### src/rtl/mem_stage.sv
// Pipeline MEM stage: data-memory access over a req/ack bus, write-back select,
// MEM_WB register, EX/MEM forwarding taps, and timeout abort with a sticky bus error.
module mem_stage #(
  parameter int          TIMEOUT        = 16,
  parameter logic [31:0] ERR_LOAD_VALUE = 32'h0000_0000
) (
  input  logic         clk,
  input  logic         reset_b,
  input  logic [138:0] EX_MEM,
  output logic         stall,
  output logic         mem_req,
  output logic         mem_we,
  output logic [31:0]  mem_addr,
  output logic [31:0]  mem_wdata,
  input  logic [31:0]  mem_rdata,
  input  logic         mem_ack,
  input  logic         err_clr,
  output logic         bus_err,
  output logic [4:0]   EX_MEM_Rd,
  output logic         EX_MEM_RegWrite,
  output logic [31:0]  EX_MEM_RdData,
  output logic [37:0]  MEM_WB
);

  typedef enum logic {IDLE, WAIT} state_t;

  state_t      state;
  logic [7:0]  wait_cnt;

  logic [31:0] st_data, alu_res, pc4, lu_data, load_data, wb_data;
  logic [4:0]  rd;
  logic        mem_read, mem_write, reg_write, lu_op, memop;
  logic [1:0]  mem_to_reg;
  logic        at_limit, abort;

  assign st_data    = EX_MEM[31:0];
  assign alu_res    = EX_MEM[63:32];
  assign rd         = EX_MEM[68:64];
  assign mem_read   = EX_MEM[69];
  assign mem_write  = EX_MEM[70];
  assign reg_write  = EX_MEM[71];
  assign mem_to_reg = EX_MEM[73:72];
  assign pc4        = EX_MEM[105:74];
  assign lu_data    = EX_MEM[137:106];
  assign lu_op      = EX_MEM[138];
  assign memop      = mem_read | mem_write;

  function automatic logic [31:0] wb_select(input logic [1:0]  sel,
                                            input logic        luop,
                                            input logic [31:0] lud,
                                            input logic [31:0] alu,
                                            input logic [31:0] ld,
                                            input logic [31:0] pcp4);
    case (sel)
      2'b00:   wb_select = luop ? lud : alu;
      2'b01:   wb_select = ld;
      2'b10:   wb_select = pcp4;
      default: wb_select = 32'h0;
    endcase
  endfunction

  // wait_cnt holds the number of request cycles already spent, so the current
  // cycle is number wait_cnt+1; abort on the TIMEOUT-th request cycle.
  assign at_limit  = (state == IDLE) ? (TIMEOUT == 1) : (wait_cnt == 8'(TIMEOUT - 1));
  assign abort     = reset_b & memop & ~mem_ack & at_limit;
  assign stall     = reset_b & memop & ~mem_ack & ~abort;
  assign mem_req   = reset_b & memop;
  assign mem_we    = mem_write;
  assign mem_addr  = {alu_res[31:2], 2'b00};
  assign mem_wdata = st_data;

  assign load_data = mem_ack ? mem_rdata : ERR_LOAD_VALUE;
  assign wb_data   = wb_select(mem_to_reg, lu_op, lu_data, alu_res, load_data, pc4);

  assign EX_MEM_Rd       = rd;
  assign EX_MEM_RegWrite = reg_write & ~mem_read;
  assign EX_MEM_RdData   = wb_select(mem_to_reg, lu_op, lu_data, alu_res, 32'h0, pc4);

  always_ff @(posedge clk or negedge reset_b) begin
    if (!reset_b) begin
      state    <= IDLE;
      wait_cnt <= 8'd0;
      MEM_WB   <= '0;
      bus_err  <= 1'b0;
    end else begin
      // Stall cycles push a bubble so write-back sees the instruction only once.
      if (stall)
        MEM_WB <= '0;
      else
        MEM_WB <= {reg_write & (rd != 5'd0), rd, wb_data};

      if (abort)
        bus_err <= 1'b1;
      else if (err_clr)
        bus_err <= 1'b0;

      case (state)
        IDLE: begin
          if (stall) begin
            state    <= WAIT;
            wait_cnt <= 8'd1;
          end
        end
        WAIT: begin
          if (!stall) begin
            state    <= IDLE;
            wait_cnt <= 8'd0;
          end else begin
            wait_cnt <= wait_cnt + 8'd1;
          end
        end
        default: begin
          state    <= IDLE;
          wait_cnt <= 8'd0;
        end
      endcase
    end
  end

endmodule

### config.mk
export PLATFORM = sky130hd
export DESIGN_NAME = mem_stage
export DESIGN_NICKNAME = d
export VERILOG_FILES = /design/src/rtl/mem_stage.sv
export SDC_FILE = /design/constraint.sdc
export NUM_CORES = 1
export LEC_CHECK = 0
export CORE_AREA = 2 2 125 127
export DETAILED_ROUTE_END_ITERATION = 6
export DIE_AREA = 0 0 127 129
export SETUP_SLACK_MARGIN = 0.02
export SLEW_MARGIN = 20
export SYNTH_ARGS = -nofsm -noshare
export SYNTH_HDL_FRONTEND = slang
export SYNTH_SLANG_ARGS = --single-unit
### constraint.sdc
create_clock -name clk -period 2 [get_ports clk]
set_clock_uncertainty 0.1 [all_clocks]
set_input_delay 0.3 -clock clk [delete_from_list [all_inputs] [get_ports clk]]
set_output_delay 0.3 -clock clk [all_outputs]
set_load 0.05 [all_outputs]
* Yosys cells after proc, flatten, opt, wreduce, memory -nomap -nowiden
Index checks and enable logic that the tools add are counted.
Storage, ports and cells: register bits after elaboration 48, bits of input ports 175, output and inout bits 144
Operators by class: add/subtract/negate cells 1, equality and inequality tests 4, mux-type cells 12, bitwise operators 11, reductions and logical operators 3
Operators with widths (number):
- 32-bit case mux with 3 select lines | 1
- 32-bit 2-to-1 mux | 2
- 32-bit case mux with 2 select lines | 1
- 38-bit 2-to-1 mux | 1
- 8-bit 2-to-1 mux | 2
- 8-bit case mux with 2 select lines | 1
- 8-bit by 1-bit adder with 8-bit output, second input constant | 1
- 8-bit by 4-bit == test with 1-bit output, second input constant | 1
- 1-bit AND | 6
- 5-bit nonzero test | 1
- 1-bit 2-to-1 mux | 4
- 1-bit inverter | 4
- 2-bit by 1-bit == test with 1-bit output, second input constant | 1
- 2-bit == test, second input constant | 1
- 2-bit zero test | 1
- 2-bit != test, second input constant | 1
- 2-bit nonzero test | 1
- 1-bit OR | 1

* Longest topological paths before layout
Gate-level depths: netlist of run 1.
depth after elaboration 8, depth in mapped cells 6, depth with buffers taken out 6

* Worst setup path before layout of run 1
Ideal clock, no wire load.
path type input -> register, start point in EX_MEM[73], end point reg MEM_WB[0], setup time 67 ps, data arrival time 2097 ps, data required time 1833 ps, slack -264 ps, cell stages on the path 6, cell sequence buf_2 clkbuf_1 clkbuf_1 nand2_1 a21oi_1 o21ba_2
Between the ends: longest elaborated chain between the ends 3
Ends and longest elaborated chain:
- start: declaration | RTL line 9 | input logic [138:0] EX_MEM,
- 2-bit == test, or another cell as far along | RTL line 54 | case (sel)
- 32-bit case mux with 3 select lines (*) | RTL line 54
- 38-bit 2-to-1 mux (*) | RTL line 87 | if (stall)
- end signal: assignment | RTL line 90 | MEM_WB <= {reg_write & (rd != 5'd0), rd, wb_data};
- end: declaration | RTL line 22 | output logic [37:0] MEM_WB
Every way passes the cells marked *; elsewhere a longest branch is shown, timed or not. A chain may end at the register's enable or synchronous reset.

* Worst setup path in the final report of run 1
start point reg wait_cnt[7], end point out stall
Between the ends: longest elaborated chain between the ends 5
Ends and longest elaborated chain:
- start: declaration | RTL line 28 | logic [7:0] wait_cnt;
- start signal: assignment | RTL line 109 | wait_cnt <= wait_cnt + 8'd1;
- 8-bit by 4-bit == test with 1-bit output | RTL line 64 | assign at_limit = (state == IDLE) ? (TIMEOUT == 1) : (wait_cnt == 8'(TIMEOUT - 1));
- 1-bit 2-to-1 mux | RTL line 64
- 1-bit AND | RTL line 65 | assign abort = reset_b & memop & ~mem_ack & at_limit;
- 1-bit inverter | RTL line 66 | assign stall = reset_b & memop & ~mem_ack & ~abort;
- 1-bit AND | RTL line 66
- end: declaration | RTL line 10 | output logic stall,
Every way passes these cells.

==> key figures, run 1 <==
Clock tree
  – H-tree depth: 2
  – Num CTS Buffers: 5
  – Cts-stage hold buffer count: 0
  – CTS tree: built
  – CTS clock-pin slew for the worst setup and hold paths: 0.07 ns
  – CTS Root Cell: clkbuf_16
  – Clk sink count: 48
  – Worst skew pair latency: between 0.2 and 0.3 ns
  – Max clock buf depth: 2

STA
  – Tmin final: around 2.1 ns
  – Finish-stage setup viols: 1
  – Fin crit share: 1.06
  – Fmax: 473 MHz
  – Worst slew pin tran: 0.650 ns
  – Unrepaired setup endpoints after global routing: yes
  – Hold Violations, Final: 0
  – Slew margin rel.: 0.567
  – Worst setup margin: -0.113 ns
  – Final Max Slew Viols: 0

Status
  – Status: finished, violations left
  – Failing checks: setup timing

Global route
  – Remaining Overflow, GRT: 0
  – First-pass GRT wire length: 21.4 mm
  – All-Layer GR Usage: 0.170
  – Number of global-route vias before repair: about 3900
  – Initial antenna violation count: 0
  – Largest net degree at the start of global routing: just under 50

Cells and area
  – Register area: around 1200 µm²
  – Final core utilization: 0.485
  – Final non-filler cell total: 804
  – Commonest non-fill, non-tap cell in the layout: clkdlybuf4s50_1
  – Antenna diodes: 0
  – Most frequent cells in the layout: clkdlybuf4s50_1 (171), buf_12 (74), buf_4 (54), dfrtp_1 (48), nand2_1 (39)
  – P&R area growth vs syn: 106%
  – # nets final: 791
  – Fill count: 1354
  – Area of the multi-input gates: around 2000 µm²
  – Fraction of layout cells with a size suffix above 1: 0.401

Die
  – Chip Height: 129 µm
  – Initial Util: 0.235
  – Core area: approximately 15000 µm²
  – Chip width: around 130 µm
  – Row cnt: between 40 and 50
  – I/O pin total: between 300 and 400
  – Die area: between 15000 and 20000 µm²

Detailed routing
  – 1st-pass router iterations: 4
  – Vias: approximately 3500
  – DRC: 0
  – DRT iter0 DRCs: between 150 and 200
  – Total wire length: ~15 mm
  – Number of vias per cell: 4.39
  – Average wire per standard cell: about 18 µm
  – DRT antenna net count: 0

Synth
  – Seq/Total Area, Yosys: 0.341
  – Synth unique cells: 38
  – Mean Syn Cell Area: between 8 and 9 µm²
  – Synthesized area: 3520 µm²
  – Synthesized flop and latch total: 48
  – Post-Syn Instances: approximately 390
  – Yosys warnings: 0

Hold path
  – Worst Hold Class: in -> async

Critical path
  – Critical Path RT: 1.60 ns
  – Startpoint Class: flip-flop
  – Crit path capture type: output pin
  – CP Max Fanout: 3
  – Crit Path Class: reg -> out
  – CP Data Arrival Time: between 1.5 and 2 ns

Placement
  – Gpl congestion: between 0.7 and 0.8
  – Placed cell count: 792
  – Port Buf Inserts: 252
  – DP Wirelength: about 12 mm

Power
  – Worst VDD drop: approximately 0.27 mV
  – Leakage: 3.09 nW
  – P per Cell Area: between 500 and 600 nW/µm²
  – Total Power: between 3 and 4 mW

Job
  – Max_cap viols: 0
==> layout make-up <==
type / instances / share of cell area
Clock inverter: 3 / 0.00345
Clock buffer: 5 / 0.0172
Multi-Input combinational cell: 248 / 0.273
Sequential cell: 48 / 0.165
Inverter: 5 / 0.00310
Timing Repair Buffer: 307 / 0.505
Tap cell: 188 / 0.0324
==> synthesized netlist by cell type <==
cell,count,area [µm²]
or3_4,2,22.5
o21ai_1,1,5.00
and2_1,37,231
ha_1,1,12.5
o21ba_1,1,10.0
nor2b_1,1,6.26
inv_1,5,18.8
xnor2_1,1,8.76
a21oi_1,33,165
nand2_1,39,146
nor3_2,1,10.0
a32o_1,2,20.0
nor3_1,1,5.00
a31oi_1,2,12.5
o21ba_2,31,310
nand4_1,1,6.26
and3_1,1,6.26
nand3b_1,1,7.51
a211o_1,1,8.76
clkbuf_1,17,63.8
nor4_1,1,6.26
buf_4,73,548
nand3_1,3,15.0
o21ai_0,6,30.0
dfrtp_1,48,1200
o21a_1,1,7.51
a21o_1,1,7.51
buf_2,2,10.0
mux2i_1,33,330
or4_1,1,7.51
nor4bb_1,1,10.0
nand2b_1,1,6.26
conb_1,1,3.75
o32ai_1,1,8.76
nor2_1,5,18.8
and4_1,1,8.76
or2_2,33,206
nor4_4,1,21.3
==> per-stage QoR <==
stage	setup slack (ns)	hold slack [ns]	setup TNS (ns)	area, µm²
floorplan	0.0228	-0.0956	0	3650
global placement	-0.00796	0.383	-0.00796	6900
detailed placement	-0.0244	0.395	-0.0448	6900
CTS	-0.110	0.0749	-0.110	7120
global route	-0.172	0.106	-0.172	7260
finish	-0.113	0.0332	-0.113	7260
==> worst max-delay path, cell delays in order, from the launching register on <==
cell        delay (ns)
dfrtp_1           0.40
or3_4             0.41
nor4_4            0.17
or2_4             0.18
clkinvlp_4        0.10
buf_12            0.16
==> cell families after synthesis <==
family,after synthesis,share of synthesized area
XOR/XNOR,1,0.00249
AO/OA/AOI/OAI,80,0.166
AND/OR/NAND/NOR,131,0.211
buffers and inverters,97,0.182
other,1,0.00106
flip-flops,48,0.341
multiplexers,33,0.0937
adder cells (fa/ha/maj),1,0.00355
==> layer usage <==
layer  global-route usage  share of wire  vias up
met5                    0              0        -
met4               0.0317          0.012        0
met3               0.0549          0.076       13
met2                0.342           0.57      154
met1                0.170           0.34     1685
li1                     -              -     1678
==> final timing paths <==
| path | start | to | slack, ns | depth (start not counted) |
|---|---|---|---|---|
| min in group clk | EX_MEM[72] | MEM_WB[0]$_DFF_PN0_ | 0.42 | 3 |
| max | wait_cnt[7]$_DFFE_PN0P_ | stall | -0.11 | 5 |
| max in group asynchronous | reset_b | MEM_WB[8]$_DFF_PN0_ | 1.31 | 2 |
| max reg2reg | wait_cnt[7]$_DFFE_PN0P_ | wait_cnt[5]$_DFFE_PN0P_ | 0.17 | 5 |
| min | reset_b | wait_cnt[1]$_DFFE_PN0P_ | 0.03 | 2 |
| min reg2reg | state$_DFF_PN0_ | wait_cnt[1]$_DFFE_PN0P_ | 0.46 | 1 |
==> sequential cells by signal, summed over array words and instances (netlist names) <==
signal	cells
MEM_WB	38
state	1
wait_cnt	8
bus_err	1
==> power breakdown <==
group | total (mW) | leakage [nW] | internal [mW] | switching, mW
Sequential | 1.05 | 0.635 | 1.03 | 0.0192
Clock | 0.875 | 0.0708 | 0.473 | 0.402
Combinational | 1.84 | 2.38 | 0.898 | 0.940
==> what timing repair did <==
action | 4_1_cts | 5_1_grt
setup endpoints to repair | 6 | 21
pin swaps | 1 | 9
setup buffers | 3 | 1
gates cloned | 0 | 0
gates resized for setup | 9 | 19
Power figures use the tool's default switching activity.
==> run 2, diff against run 1 <==
- CTS_CLUSTER_DIAMETER: unset -> 40
==> results of run 2 <==
Same layout as run 1: the final DEF is identical, and so are final timing and power.
